$ cat src/rtl/io_bus_pkg.sv
// Shared definitions for the soft-processor port bus: default widths,
// the standard peripheral port map and the illegal-access cause codes.
package io_bus_pkg;

    localparam int DEF_ADDR_W = 8;
    localparam int DEF_DATA_W = 8;

    // Standard peripheral port map (offsets within the decoded window)
    localparam int UART_TX_PORT = 0;
    localparam int UART_RX_PORT = 1;
    localparam int STATUS_PORT  = 2;
    localparam int CTRL_PORT    = 3;

    // Illegal-access cause encoding, reserved for future cause capture
    typedef enum logic [1:0] {
        ERR_NONE    = 2'd0,
        ERR_RANGE   = 2'd1,
        ERR_RW_BOTH = 2'd2
    } err_cause_t;

endpackage

$ cat src/rtl/io_port_decoder_if.sv
// Port bus between the soft processor / peripheral set and the decoder.
// master: processor and peripherals; slave: the decoder itself.
interface io_port_decoder_if #(
    parameter int ADDR_W    = 8,
    parameter int DATA_W    = 8,
    parameter int NUM_PORTS = 16,
    parameter int ERR_CNT_W = 8
);
    logic [ADDR_W-1:0]           port_id;
    logic                        write_strobe;
    logic                        read_strobe;
    logic [DATA_W-1:0]           out_port;
    logic [NUM_PORTS*DATA_W-1:0] in_data;
    logic                        err_clear;
    logic [NUM_PORTS-1:0]        writes;
    logic [NUM_PORTS-1:0]        reads;
    logic [DATA_W-1:0]           wr_data;
    logic [DATA_W-1:0]           in_port;
    logic                        err_flag;
    logic [ERR_CNT_W-1:0]        err_count;

    modport master (
        output port_id, write_strobe, read_strobe, out_port, in_data, err_clear,
        input  writes, reads, wr_data, in_port, err_flag, err_count
    );

    modport slave (
        input  port_id, write_strobe, read_strobe, out_port, in_data, err_clear,
        output writes, reads, wr_data, in_port, err_flag, err_count
    );
endinterface

$ cat src/rtl/io_port_decoder_sat_counter.sv
// Saturating up-counter with synchronous clear. A clear that coincides
// with an increment leaves the count at 1 so the new event is not lost.
module sat_counter #(
    parameter int WIDTH = 8
) (
    input  logic             clk,
    input  logic             reset,
    input  logic             i_inc,
    input  logic             i_clr,
    output logic [WIDTH-1:0] o_count
);
    localparam logic [WIDTH-1:0] LP_MAX = '1;

    logic [WIDTH-1:0] r_count;

    // Count events, clear on request, stick at all-ones
    always_ff @(posedge clk) begin
        if (reset) begin
            r_count <= '0;
        end else if (i_clr) begin
            r_count <= i_inc ? WIDTH'(1) : '0;
        end else if (i_inc && (r_count != LP_MAX)) begin
            r_count <= r_count + WIDTH'(1);
        end
    end

    assign o_count = r_count;
endmodule

$ cat src/rtl/io_port_decoder.sv
// Registered I/O port decoder: turns processor port accesses inside a
// window of NUM_PORTS addresses into one-hot write/read strobes, returns
// the addressed peripheral's read data, and records illegal accesses.
module io_port_decoder
    import io_bus_pkg::*;
#(
    parameter int ADDR_W    = DEF_ADDR_W,
    parameter int DATA_W    = DEF_DATA_W,
    parameter int NUM_PORTS = 16,
    parameter int BASE_ADDR = 0,
    parameter int ERR_CNT_W = 8
) (
    input  logic              clk,
    input  logic              reset,
    io_port_decoder_if.slave  bus
);
    // One extra bit so port_id - BASE_ADDR can be compared without wrap
    localparam logic [ADDR_W:0] LP_BASE = (ADDR_W+1)'(BASE_ADDR);
    localparam logic [ADDR_W:0] LP_NUM  = (ADDR_W+1)'(NUM_PORTS);

    logic [ADDR_W:0]      w_port_ext;
    logic [ADDR_W:0]      w_idx;
    logic                 w_in_win;
    logic                 w_any_strobe;
    logic                 w_illegal;
    logic                 w_wr_legal;
    logic                 w_rd_legal;
    logic [NUM_PORTS-1:0] w_onehot;
    logic [DATA_W-1:0]    w_rd_mux;

    logic [NUM_PORTS-1:0] r_writes;
    logic [NUM_PORTS-1:0] r_reads;
    logic [DATA_W-1:0]    r_wr_data;
    logic [DATA_W-1:0]    r_in_port;
    logic                 r_err_flag;
    logic [ERR_CNT_W-1:0] w_err_count;

    assign w_port_ext   = {1'b0, bus.port_id};
    assign w_idx        = w_port_ext - LP_BASE;
    assign w_in_win     = (w_port_ext >= LP_BASE) && (w_idx < LP_NUM);
    assign w_any_strobe = bus.write_strobe | bus.read_strobe;
    assign w_illegal    = w_any_strobe &&
                          (!w_in_win || (bus.write_strobe && bus.read_strobe));
    assign w_wr_legal   = bus.write_strobe && !bus.read_strobe && w_in_win;
    assign w_rd_legal   = bus.read_strobe && !bus.write_strobe && w_in_win;
    assign w_onehot     = NUM_PORTS'(1) << w_idx;

    // Read-data return mux; out-of-window addresses return zero
    always_comb begin
        w_rd_mux = '0;
        for (int k = 0; k < NUM_PORTS; k++) begin
            if (w_in_win && (w_idx == (ADDR_W+1)'(k))) begin
                w_rd_mux = bus.in_data[k*DATA_W +: DATA_W];
            end
        end
    end

    // Strobe, write-data and read-data registers
    always_ff @(posedge clk) begin
        if (reset) begin
            r_writes  <= '0;
            r_reads   <= '0;
            r_wr_data <= '0;
            r_in_port <= '0;
        end else begin
            r_writes  <= w_wr_legal ? w_onehot : '0;
            r_reads   <= w_rd_legal ? w_onehot : '0;
            r_in_port <= w_rd_mux;
            if (w_wr_legal) begin
                r_wr_data <= bus.out_port;
            end
        end
    end

    // Sticky error flag; a new error wins over a simultaneous clear
    always_ff @(posedge clk) begin
        if (reset) begin
            r_err_flag <= 1'b0;
        end else if (w_illegal) begin
            r_err_flag <= 1'b1;
        end else if (bus.err_clear) begin
            r_err_flag <= 1'b0;
        end
    end

    sat_counter #(
        .WIDTH (ERR_CNT_W)
    ) u_err_cnt (
        .clk     (clk),
        .reset   (reset),
        .i_inc   (w_illegal),
        .i_clr   (bus.err_clear),
        .o_count (w_err_count)
    );

    assign bus.writes    = r_writes;
    assign bus.reads     = r_reads;
    assign bus.wr_data   = r_wr_data;
    assign bus.in_port   = r_in_port;
    assign bus.err_flag  = r_err_flag;
    assign bus.err_count = w_err_count;
endmodule

$ cat src/flat_wrapper.sv
// flat-port wrapper written by rule: the top's interface ports become plain ports
module io_port_decoder_flat import io_bus_pkg::*;
#(
    parameter int ADDR_W    = DEF_ADDR_W,
    parameter int DATA_W    = DEF_DATA_W,
    parameter int NUM_PORTS = 16,
    parameter int BASE_ADDR = 0,
    parameter int ERR_CNT_W = 8
)
  (clk, reset, bus_port_id, bus_write_strobe, bus_read_strobe, bus_out_port, bus_in_data, bus_err_clear, bus_writes, bus_reads, bus_wr_data, bus_in_port, bus_err_flag, bus_err_count);
  io_port_decoder_if #(.ADDR_W(ADDR_W), .DATA_W(DATA_W), .NUM_PORTS(NUM_PORTS), .ERR_CNT_W(ERR_CNT_W)) bus_i ();
  input  logic clk;
  input  logic reset;
  input wire logic [$bits(bus_i.port_id)-1:0] bus_port_id;
  input wire logic [$bits(bus_i.write_strobe)-1:0] bus_write_strobe;
  input wire logic [$bits(bus_i.read_strobe)-1:0] bus_read_strobe;
  input wire logic [$bits(bus_i.out_port)-1:0] bus_out_port;
  input wire logic [$bits(bus_i.in_data)-1:0] bus_in_data;
  input wire logic [$bits(bus_i.err_clear)-1:0] bus_err_clear;
  output wire logic [$bits(bus_i.writes)-1:0] bus_writes;
  output wire logic [$bits(bus_i.reads)-1:0] bus_reads;
  output wire logic [$bits(bus_i.wr_data)-1:0] bus_wr_data;
  output wire logic [$bits(bus_i.in_port)-1:0] bus_in_port;
  output wire logic [$bits(bus_i.err_flag)-1:0] bus_err_flag;
  output wire logic [$bits(bus_i.err_count)-1:0] bus_err_count;
  assign bus_i.port_id = bus_port_id;
  assign bus_i.write_strobe = bus_write_strobe;
  assign bus_i.read_strobe = bus_read_strobe;
  assign bus_i.out_port = bus_out_port;
  assign bus_i.in_data = bus_in_data;
  assign bus_i.err_clear = bus_err_clear;
  assign bus_writes = bus_i.writes;
  assign bus_reads = bus_i.reads;
  assign bus_wr_data = bus_i.wr_data;
  assign bus_in_port = bus_i.in_port;
  assign bus_err_flag = bus_i.err_flag;
  assign bus_err_count = bus_i.err_count;
  io_port_decoder #(.ADDR_W(ADDR_W), .DATA_W(DATA_W), .NUM_PORTS(NUM_PORTS), .BASE_ADDR(BASE_ADDR), .ERR_CNT_W(ERR_CNT_W)) u_core (.clk(clk), .reset(reset), .bus(bus_i));
endmodule
$ cat config.mk
export PLATFORM = sky130hd
export DESIGN_NAME = io_port_decoder_flat
export DESIGN_NICKNAME = d
export VERILOG_FILES = /design/src/rtl/io_bus_pkg.sv /design/src/rtl/io_port_decoder_if.sv /design/src/rtl/io_port_decoder_sat_counter.sv /design/src/rtl/io_port_decoder.sv /design/src/flat_wrapper.sv
export SDC_FILE = /design/constraint.sdc
export NUM_CORES = 1
export LEC_CHECK = 0
export CORE_ASPECT_RATIO = 2
export CORE_MARGIN = 2
export CORE_UTILIZATION = 37
export CTS_CLUSTER_DIAMETER = 120
export CTS_CLUSTER_SIZE = 10
export DETAILED_ROUTE_END_ITERATION = 6
export PLACE_DENSITY = 0.82
export SLEW_MARGIN = 30
export SYNTH_ARGS = -nofsm -noshare
export SYNTH_HDL_FRONTEND = slang
export SYNTH_SLANG_ARGS = --single-unit
export TNS_END_PERCENT = 100
$ cat constraint.sdc
create_clock -name clk -period 2.31 [get_ports clk]
set_clock_uncertainty 0.05 [all_clocks]
set_input_delay 0.231 -clock clk [delete_from_list [all_inputs] [get_ports clk]]
set_output_delay 0.231 -clock clk [all_outputs]
set_load 0.02 [all_outputs]
==> results.json, run 1 <==
{
  "ctsResizeCount": 0,
  "synthTopCellsByArea": "dfxtp_1 (36%), nor2_1 (8.1%), mux2i_1 (7.5%), mux4_2 (5.6%), a21oi_1 (3.9%)",
  "clock_power_share_pct": 47.3,
  "r2r_cells": 6,
  "crit_required_ns": 2.48,
  "dieArea_um2": 9490,
  "drc": 0,
  "utilization_pct": 68.4,
  "die_w_um": 69.9,
  "path_max_fanout": 10,
  "r2r_setup_slack_ns": 0.75,
  "synthToLayoutAreaGrowth_pct": 81.4,
  "syn_avg_cell_area_um2": 8.44,
  "wl_per_cell_um": 18.6,
  "synth_cells": 381,
  "yosys_most_used_dff": "dfxtp_1",
  "die_y_um": 136,
  "synth.top_cells.by_count": "nor2_1 (69), dfxtp_1 (57), a21oi_1 (25), nand2_1 (25), mux2i_1 (24)",
  "cts_tree": "built",
  "maxCapViolations": 0,
  "min_path_cells": 3,
  "min_period_ns": 2.07,
  "place.gp.congestion": 0.889,
  "cp_slowest_stage_delay_ns": 0.42,
  "grt_max_degree": 33,
  "powerDensity_nw_per_um2": 513,
  "drt-pass1-iter-count": 4,
  "critical_path_class": "primary input to flop",
  "place_hpwl_um": 10600,
  "min_to": "u_core.bus.in_port[6]",
  "clk_path_buf_depth": 2,
  "min_path_type": "primary input to flop",
  "path_cells": "clkdlybuf4s50_1 -> buf_4 -> nor4_2 -> buf_4 -> and2_1 -> nand2_1 -> o22ai_1 -> a21oi_1 -> a221oi_1",
  "status": "completed",
  "clockRootBuffer": "clkbuf_16",
  "hold_viol_final": 0,
  "p_int_uw": 2320,
  "p_sw_uw": 669,
  "max-vdd-ir-drop_mv": 0.351,
  "yosysMostFrequentCell": "nor2_1",
  "viasPerCell": 5.47,
  "stdcell_count": 705,
  "worstHoldStart": "bus_port_id[0]",
  "path_clk_slew_ns": 0.05,
  "post-cts-setup-buffer-count": 0,
  "synth_nets": 531,
  "startpoint": "bus_port_id[6]",
  "rsz0062_at_grt": "no",
  "start_kind": "primary input",
  "numCtsBuffers": 9,
  "numClockSinks": 57,
  "vias": 3853,
  "synth-edff-count": 0,
  "ioPinCount": 206,
  "postCtsHoldBufs": 0,
  "period_share_pct": 89.5,
  "synth_area_um2": 3210,
  "ys_ff_latch": 57,
  "swShare_pct": 22.4,
  "power.share.sequential_pct": 33.4,
  "crit_top_cell": "buf_4",
  "yosysUniqueCellTypes": 53,
  "postLayoutCellArea_um2": 5830,
  "maxSlewHeadroom_pct": 70.1,
  "design.core.area_um2": 8530,
  "antenna_cells": 0,
  "routed_wl_um": 13100,
  "first_iter_violations": 112,
  "r2r-end": "u_core.u_err_cnt.o_count[6]",
  "p_total_uw": 2990,
  "fin_nets": 750,
  "htreeDepth": 3,
  "ys_seq_area_share_pct": 35.5,
  "p_leak_uw": 0.00221,
  "crit_arrival_ns": 2.24,
  "setup_viol_count_final": 0,
  "yosysWarnings": 0,
  "async_flop_share_pct": 0,
  "antenna_left": 0,
  "comb_power_share_pct": 19.3,
  "tightest_slew_ns": 0.449,
  "slowest_stage": "clkdlybuf4s50_1",
  "gr-total-overflow": 0,
  "max_freq_mhz": 483,
  "yosysTopAreaCell": "dfxtp_1",
  "first_global_vias": 3924,
  "initial_core_util_pct": 37.7,
  "rows": 48,
  "endpoint_kind": "flop",
  "clk_latency_ns": 0.33,
  "drive_gt1_share_pct": 11.9,
  "place.port_buffers": 205,
  "post_dp_cell_area_um2": 5510,
  "grt_usage_pct": 27.1,
  "dp.cells": 689,
  "reg2reg_from": "u_core.u_err_cnt.o_count[0]",
  "grt_pass1_wl_um": 19900,
  "maxSlewViolCount": 0,
  "antenna_found_initial": 0,
  "synth.top_cell.area_share_pct": 35.5
}
## worst max-delay path: cells and delay by family
family | cells | cell delay (ns)
AND/OR/NAND/NOR | 3 | 0.69
buffers and inverters | 3 | 0.77
AO/OA/AOI/OAI | 3 | 0.54
## cell usage in the layout (no fill, tap or decap), drive strengths merged, types with 2 or more instances in the layout
| cell type | count |
|---|---|
| a2111oi | 2 |
| a211oi | 6 |
| a21oi | 25 |
| a221oi | 5 |
| a22oi | 2 |
| a311oi | 3 |
| a31oi | 3 |
| and2 | 4 |
| and3 | 5 |
| buf | 31 |
| bufinv | 2 |
| clkbuf | 11 |
| clkdlybuf4s50 | 203 |
| clkinv | 4 |
| dfxtp | 57 |
| inv | 5 |
| mux2 | 11 |
| mux2i | 24 |
| mux4 | 8 |
| nand2 | 25 |
| nand2b | 7 |
| nand3 | 5 |
| nand3b | 2 |
| nand4 | 6 |
| nor2 | 69 |
| nor2b | 10 |
| nor3 | 7 |
| o21a | 3 |
| o21ai | 16 |
| o22ai | 13 |
| o311ai | 3 |
| o31ai | 3 |
| or3 | 4 |
| xor2 | 5 |
## cells by family (layout without fill, tap and decap cells)
kind of cell | after synthesis | count (layout) | synth area share [%]
AO/OA/AOI/OAI | 91 | 91 | 18.3
XOR/XNOR | 6 | 6 | 1.63
adder cells (fa/ha/maj) | 2 | 2 | 0.740
buffers and inverters | 32 | 256 | 4.67
flip-flops | 57 | 57 | 35.5
multiplexers | 43 | 43 | 16.9
AND/OR/NAND/NOR | 150 | 150 | 22.3
## area by class of cell
type	count	area, um^2
Clock buffer	11	243
Clock inverter	5	78.8
Fill cell	680	2700
Inverter	6	22.5
Multi-Input combinational cell	292	1920
Sequential cell	57	1140
Tap cell	100	125
Timing Repair Buffer	234	2300
## stage by stage
stage | hold slack, ns | setup slack (ns) | TNS, ns
2_1_floorplan | 0.325 | 0.337 | 0
3_3_place_gp | 0.420 | -0.0168 | -0.0168
3_5_place_dp | 0.437 | -0.0587 | -0.150
4_1_cts | 0.392 | 0.282 | 0
5_1_grt | 0.446 | 0.0647 | 0
6_report | 0.395 | 0.242 | 0
## state kept, by name (all words and copies together) (netlist names)
| register | flops |
|---|---|
| u_core.bus.reads | 16 |
| u_core.bus.writes | 16 |
| u_core.bus.in_port | 8 |
| u_core.bus.wr_data | 8 |
| u_core.u_err_cnt.o_count | 8 |
| u_core.bus.err_flag | 1 |
## routing by layer
metal,wire (um),global-route usage [%]
met1,4440,27.0
met2,7300,51.3
met5,0,0
met4,598,15.9
met3,750,4.82
## worst max-delay path by stage
stage	endpoint	slack [ns]
floorplan	u_core.u_err_cnt.o_count[6]	0.34
global placement	u_core.u_err_cnt.o_count[6]	-0.02
detailed placement	u_core.bus.in_port[1]	-0.06
CTS	u_core.bus.in_port[1]	0.28
global route	u_core.bus.in_port[1]	0.06
finish	u_core.bus.in_port[1]	0.24
## power groups by stage
stage | logic [uW] | registers (uW) | clock network, uW
6_report | 577 | 999 | 1410
5_1_grt | 616 | 999 | 1480
4_1_cts | 574 | 998 | 1430
3_5_place_dp | 571 | 1020 | 0
3_3_place_gp | 563 | 1020 | 0
2_1_floorplan | 212 | 1030 | 0
No activity file was read; power rests on OpenSTA's default activity.
==> inputs of run 2 (changes only) <==
--- a/config.mk
+++ b/config.mk
@@ -11,6 +11,7 @@
 export CTS_CLUSTER_DIAMETER = 120
 export CTS_CLUSTER_SIZE = 10
 export DETAILED_ROUTE_END_ITERATION = 6
+export GPL_ROUTABILITY_DRIVEN = 1
 export PLACE_DENSITY = 0.82
 export SLEW_MARGIN = 30
 export SYNTH_ARGS = -nofsm -noshare
==> results of run 2 <==
Final layout, timing and power as in run 1 (identical DEF).
==> inputs of run 3 (changes only) <==
--- a/config.mk
+++ b/config.mk
@@ -9,7 +9,6 @@
 export CORE_MARGIN = 2
 export CORE_UTILIZATION = 37
 export CTS_CLUSTER_DIAMETER = 120
-export CTS_CLUSTER_SIZE = 10
 export DETAILED_ROUTE_END_ITERATION = 6
 export GPL_ROUTABILITY_DRIVEN = 1
 export PLACE_DENSITY = 0.82
==> results of run 3 <==
Final layout, timing and power as in run 1 (identical DEF).
